[config.mk]
export PLATFORM = sky130hd
export DESIGN_NAME = parity_frame_tx_flat
export DESIGN_NICKNAME = d
export VERILOG_FILES = /design/src/rtl/parity_pkg.sv /design/src/rtl/parity_frame_tx_if.sv /design/src/rtl/parity_gen.sv /design/src/rtl/parity_frame_tx.sv /design/src/flat_wrapper.sv
export SDC_FILE = /design/constraint.sdc
export NUM_CORES = 1
export LEC_CHECK = 0
export ABC_AREA = 1
export CORE_MARGIN = 3
export CORE_UTILIZATION = 30
export DETAILED_ROUTE_END_ITERATION = 8
export PLACE_DENSITY = 0.46
export SLEW_MARGIN = 20
export SYNTH_ARGS = -nofsm -noshare
export SYNTH_HDL_FRONTEND = slang
export SYNTH_SLANG_ARGS = --single-unit
export TNS_END_PERCENT = 10
[constraint.sdc]
create_clock -name clk -period 1.8 [get_ports clk]
set_input_delay 0.27 -clock clk [delete_from_list [all_inputs] [get_ports clk]]
set_output_delay 0.27 -clock clk [all_outputs]
set_load 0.03 [all_outputs]
[src/rtl/parity_pkg.sv]
// Shared types and constants for the parity generator and the framed serial transmitter.
package parity_pkg;

  typedef enum logic [2:0] {
    ST_IDLE,
    ST_START,
    ST_DATA,
    ST_PARITY,
    ST_STOP
  } frame_state_t;

  localparam int unsigned DEF_DATA_W = 8;
  localparam int unsigned FRAME_BITS = DEF_DATA_W + 3;

  localparam bit PARITY_EVEN_SEL = 1'b0;
  localparam bit PARITY_ODD_SEL  = 1'b1;

  // Clocks occupied by one frame of a given word width and bit time.
  function automatic int unsigned frame_clks(input int unsigned data_w, input int unsigned cpb);
    return (data_w + 3) * cpb;
  endfunction

endpackage

[src/rtl/parity_frame_tx_if.sv]
// Producer-side valid/ready handshake carrying one data word into the frame transmitter.
interface parity_frame_tx_if #(
  parameter int unsigned DATA_W = 8
);
  logic [DATA_W-1:0] data_in;
  logic              valid_in;
  logic              ready_out;

  modport master (output data_in, output valid_in, input  ready_out);
  modport slave  (input  data_in, input  valid_in, output ready_out);
endinterface

[src/rtl/parity_gen.sv]
// Combinational parity of a data word; PARITY_ODD inverts the even-parity result.
module parity_gen
  import parity_pkg::*;
#(
  parameter int unsigned DATA_W     = 8,
  parameter bit          PARITY_ODD = PARITY_EVEN_SEL
) (
  input  logic [DATA_W-1:0] data,
  output logic              parity_c
);

  assign parity_c = (^data) ^ PARITY_ODD;

endmodule

[src/rtl/parity_frame_tx.sv]
// Serialises one accepted word per frame: start, data LSB first, parity, stop; each bit held CLKS_PER_BIT clocks.
module parity_frame_tx
  import parity_pkg::*;
#(
  parameter int unsigned DATA_W       = 8,
  parameter int unsigned CLKS_PER_BIT = 4,
  parameter bit          PARITY_ODD   = PARITY_EVEN_SEL
) (
  input  logic                clk,
  input  logic                rst_n,
  parity_frame_tx_if.slave    link,
  output logic                tx_out,
  output logic                busy,
  output logic                parity_bit
);

  localparam int unsigned CNT_W = $clog2(CLKS_PER_BIT) + 1;
  localparam int unsigned IDX_W = $clog2(DATA_W) + 1;

  frame_state_t      state_q, state_n;
  logic [CNT_W-1:0]  cnt_q, cnt_n;
  logic [IDX_W-1:0]  idx_q, idx_n;
  logic [DATA_W-1:0] sh_q, sh_n;
  logic              par_q, par_n;
  logic              tx_q, tx_n;
  logic              ready_q, ready_n;
  logic              busy_q;
  logic              par_c;
  logic              bit_end;
  logic              last_bit;

  parity_gen #(
    .DATA_W     (DATA_W),
    .PARITY_ODD (PARITY_ODD)
  ) u_parity_gen (
    .data     (link.data_in),
    .parity_c (par_c)
  );

  assign bit_end  = (cnt_q == CNT_W'(CLKS_PER_BIT - 1));
  assign last_bit = (idx_q == IDX_W'(DATA_W - 1));

  // Next-state and next-output computation; tx/ready are registered from these.
  always_comb begin
    state_n = state_q;
    cnt_n   = cnt_q + CNT_W'(1);
    idx_n   = idx_q;
    sh_n    = sh_q;
    par_n   = par_q;
    tx_n    = tx_q;
    ready_n = ready_q;

    unique case (state_q)
      ST_IDLE: begin
        cnt_n   = '0;
        tx_n    = 1'b1;
        ready_n = 1'b1;
        if (link.valid_in && ready_q) begin
          sh_n    = link.data_in;
          par_n   = par_c;
          state_n = ST_START;
          tx_n    = 1'b0;
          ready_n = 1'b0;
        end
      end
      ST_START: begin
        if (bit_end) begin
          state_n = ST_DATA;
          cnt_n   = '0;
          idx_n   = '0;
          tx_n    = sh_q[0];
        end
      end
      ST_DATA: begin
        if (bit_end) begin
          cnt_n = '0;
          if (last_bit) begin
            state_n = ST_PARITY;
            tx_n    = par_q;
          end else begin
            sh_n  = sh_q >> 1;
            idx_n = idx_q + IDX_W'(1);
            tx_n  = sh_n[0];
          end
        end
      end
      ST_PARITY: begin
        if (bit_end) begin
          state_n = ST_STOP;
          cnt_n   = '0;
          tx_n    = 1'b1;
        end
      end
      ST_STOP: begin
        if (bit_end) begin
          state_n = ST_IDLE;
          cnt_n   = '0;
          tx_n    = 1'b1;
          ready_n = 1'b1;
        end
      end
      default: begin
        state_n = ST_IDLE;
        cnt_n   = '0;
        idx_n   = '0;
        tx_n    = 1'b1;
        ready_n = 1'b1;
      end
    endcase
  end

  // State and output registers; reset aborts any frame in flight.
  always_ff @(posedge clk or negedge rst_n) begin
    if (!rst_n) begin
      state_q <= ST_IDLE;
      cnt_q   <= '0;
      idx_q   <= '0;
      sh_q    <= '0;
      par_q   <= 1'b0;
      tx_q    <= 1'b1;
      ready_q <= 1'b1;
      busy_q  <= 1'b0;
    end else begin
      state_q <= state_n;
      cnt_q   <= cnt_n;
      idx_q   <= idx_n;
      sh_q    <= sh_n;
      par_q   <= par_n;
      tx_q    <= tx_n;
      ready_q <= ready_n;
      busy_q  <= ~ready_n;
    end
  end

  assign link.ready_out = ready_q;
  assign tx_out         = tx_q;
  assign busy           = busy_q;
  assign parity_bit     = par_q;

endmodule

[src/flat_wrapper.sv]
// flat-port wrapper written by rule: the top's interface ports become plain ports
module parity_frame_tx_flat import parity_pkg::*;
#(
  parameter int unsigned DATA_W       = 8,
  parameter int unsigned CLKS_PER_BIT = 4,
  parameter bit          PARITY_ODD   = PARITY_EVEN_SEL
)
  (clk, rst_n, tx_out, busy, parity_bit, link_data_in, link_valid_in, link_ready_out);
  parity_frame_tx_if #(.DATA_W(DATA_W)) link_i ();
  input  logic clk;
  input  logic rst_n;
  output logic tx_out;
  output logic busy;
  output logic parity_bit;
  input wire logic [$bits(link_i.data_in)-1:0] link_data_in;
  input wire logic [$bits(link_i.valid_in)-1:0] link_valid_in;
  output wire logic [$bits(link_i.ready_out)-1:0] link_ready_out;
  assign link_i.data_in = link_data_in;
  assign link_i.valid_in = link_valid_in;
  assign link_ready_out = link_i.ready_out;
  parity_frame_tx #(.DATA_W(DATA_W), .CLKS_PER_BIT(CLKS_PER_BIT), .PARITY_ODD(PARITY_ODD)) u_core (.clk(clk), .rst_n(rst_n), .link(link_i), .tx_out(tx_out), .busy(busy), .parity_bit(parity_bit));
endmodule
==> results.yml, run 1 <==
route:
  wl_per_cell_um: 11.0
  drtIter0Drc: 70
  first_pass_iters: 4
  viasPerCell: 4.41
  met3_length_um: 74
  via_count: 1165
  ant_nets: 0
  routed_wl_um: 2890
  drc: 0
  drt-met1-wl_um: 1490
  highest_layer: "met4"
  wl_met2_um: 1270
layout:
  post-route-util_pct: 36.9
  layout-drive-gt1-share_pct: 11.3
  diodes: 0
  nets: 226
  mostFrequentLayoutCell: "nand2_1"
  area_growth_pct: 17.7
  final_cell_mix: "83 x nand2_1, 24 x inv_1, 20 x dfrtp_1, 14 x nor2_1, 14 x clkdlybuf4s50_1"
logic_synthesis:
  synth-seq-cells: 22
  synth_compound_area_share_pct: 8.76
  synth.area.mux_share_pct: 0
  synth_top_family_by_area: "simple AND/OR/NAND/NOR gates"
  synthCells: 195
  yosysWarnings: 0
  synth_simple_gate_area_share_pct: 40.0
  yosys.area_share.adder_pct: 1.81
  synth-xor-area-share_pct: 0.632
  synth_nets: 208
  synth-main-ff-cell: "dfrtp_1"
  synth-edff-count: 0
  avgSynthCellArea_sq_um: 7.10
  seq_area_frac_synth_pct: 39.9
  synth_area_sq_um: 1390
  async_flop_share_pct: 100
  yosysUniqueCellTypes: 27
pwr:
  peakVddDrop_uv: 436
  switchingPower_uw: 1280
  p_comb_share_pct: 54.2
  p_seq_share_pct: 32.8
  power_density_nw_per_um2: 1660
  switching_share_pct: 47.3
  clkPwrFrac_pct: 13.0
  leakage_uw: 0.000857
  power.internal_uw: 1420
run:
  cap_violations: 0
die:
  core_sq_um: 4410
  io_pins: 15
  die_x_um: 73.9
  rows: 24
  die_area_sq_um: 5470
  dieHeight_um: 73.9
  initial_core_util_pct: 31.4
cts:
  clk_path_buf_depth: 2
  cts_setup_buffers: 0
  cts_tree: "built"
  cts_resized: 0
  clock-root-buffer: "clkbuf_8"
  cts_buffers: 3
  clock_sinks: 22
  cts_max_level: 1
  cts_hold_buf: 0
  clk_pin_slew_ps: 80
  clock_latency_ps: 260
setup_path:
  critPathBufInv: 1
  critPathSlowestCell: "clkdlybuf4s50_1"
  slowest_delay_ps: 660
  critPathRequiredTime_ps: 1530
  rrSetupSlack_ps: 280
  end_kind: "output port"
  worstReg2RegEnd: "u_core.sh_q[7]$_DFFE_PN0P_"
  arrival_ps: 1470
  cp_max_fo: 3
  cp_top_family: "buffers and inverters"
  start_kind: "flip-flop"
  criticalPathCategory: "flip-flop to output port"
  path_cells: "clkdlybuf4s50_1"
  reg2reg_from: "u_core.state_q[0]$_DFFE_PN0P_"
  rr_worst_depth: 7
timing:
  setup_viol: 0
  rsz0062_at_grt: "false"
  drv_slew: 0
  setup_tns_ps: 0
  worst_pin_slew_ps: 353
  min_period_over_period_pct: 96.9
  skew_ps: 1.26
  fmax_mhz: 573
  finalHoldViolCount: 0
  slew_headroom_pct: 76.5
  post-route-min-period_ps: 1740
grt:
  grt_usage_pct: 12.0
  grt_pass1_wl_um: 5120
  grt_pass1_vias: 1105
  grt_max_degree: 23
  antenna_found_initial: 0
  gr-total-overflow: 0
placement:
  portBuffers: 14
  gp_congestion: 0.809
  dp_hpwl_um: 2250
hold_path:
  hp-class: "input port to asynchronous set/reset pin"
outcome:
  status: "completed"
[cells in the mapped netlist, types with 2 or more instances]
master   count  share of area, %
a21oi_1      2              0.72
nor2_1      14               3.8
nand2_1     83                22
nor3_1       2              0.72
o21ai_0      9               3.3
or2_2        2              0.90
o21ai_1      5               1.8
dfstp_2      2               3.8
inv_1       24               6.5
buf_6        2               1.6
nand2_4      3               2.4
dfrtp_1     20                36
nor2_4       3               2.4
o21ai_2      2               1.3
nor2_2       2              0.90
ha_1         2               1.8
nand3_1      8               2.9
[stage by stage]
step                      hold slack (ps)  instances  setup WS, ps  area, sq um  power, uW
after floorplan                     -25.6        195           532         1390       2030
final                                 352        264          55.1         1630       2700
after CTS                             356        264          43.6         1630       2750
after detailed placement              457        260           300         1580       2380
after global routing                  377        264          8.19         1630       3000
after global placement                430        260           320         1580       2360
[power by group through the flow]
stage / Combinational, uW / Clock, uW / Sequential [uW]
4_1_cts: 1490 / 370 / 887
6_report: 1460 / 352 / 885
3_3_place_gp: 1480 / 0 / 887
5_1_grt: 1690 / 386 / 919
3_5_place_dp: 1480 / 0 / 895
2_1_floorplan: 1100 / 0 / 928
[how the worst max path moves through the flow]
stage	endpoint	startpoint	depth (start not counted)
floorplan	u_core.state_q[0]$_DFFE_PN0P_	u_core.cnt_q[0]$_DFF_PN0_	8
global placement	u_core.sh_q[7]$_DFFE_PN0P_	u_core.state_q[0]$_DFFE_PN0P_	7
detailed placement	u_core.sh_q[7]$_DFFE_PN0P_	u_core.state_q[0]$_DFFE_PN0P_	7
CTS	link_ready_out	u_core.link.ready_out$_DFF_PN1_	1
global route	link_ready_out	u_core.link.ready_out$_DFF_PN1_	1
finish	link_ready_out	u_core.link.ready_out$_DFF_PN1_	1
[layout make-up]
class	count	area, sq um
timing repair buffer	15	148
multi-input combinational	145	709
fill	472	2780
tap	52	65.1
clock buffer	4	55.1
sequential	22	553
inverter	26	100
[logic make-up (layout without fill, tap and decap cells)]
group,after synthesis,count (layout)
adder cells (fa/ha/maj),2,2
flip-flops,22,22
AND/OR/NAND/NOR,121,121
buffers and inverters,28,45
XOR/XNOR,1,1
AO/OA/AOI/OAI,21,21
[flip-flops by register name, summed over array words and instances (netlist names)]
name and count:
u_core.sh_q 8, u_core.idx_q 4, u_core.cnt_q 3, u_core.state_q 3, u_core.busy 1, u_core.link.ready_out 1, u_core.parity_bit 1, u_core.tx_out 1
[metal layers]
layer	up-vias	track usage, %
li1	635	-
met1	509	17.1
met2	16	18.4
met3	5	1.22
met4	0	5.23
met5	-	0
Note: power is estimated with default switching activity, not from simulation.
==> run 2: changes to the inputs <==
SKIP_LAST_GASP = 1   (was unset)
==> results of run 2 <==
Final layout, timing and power as in run 1 (identical DEF).
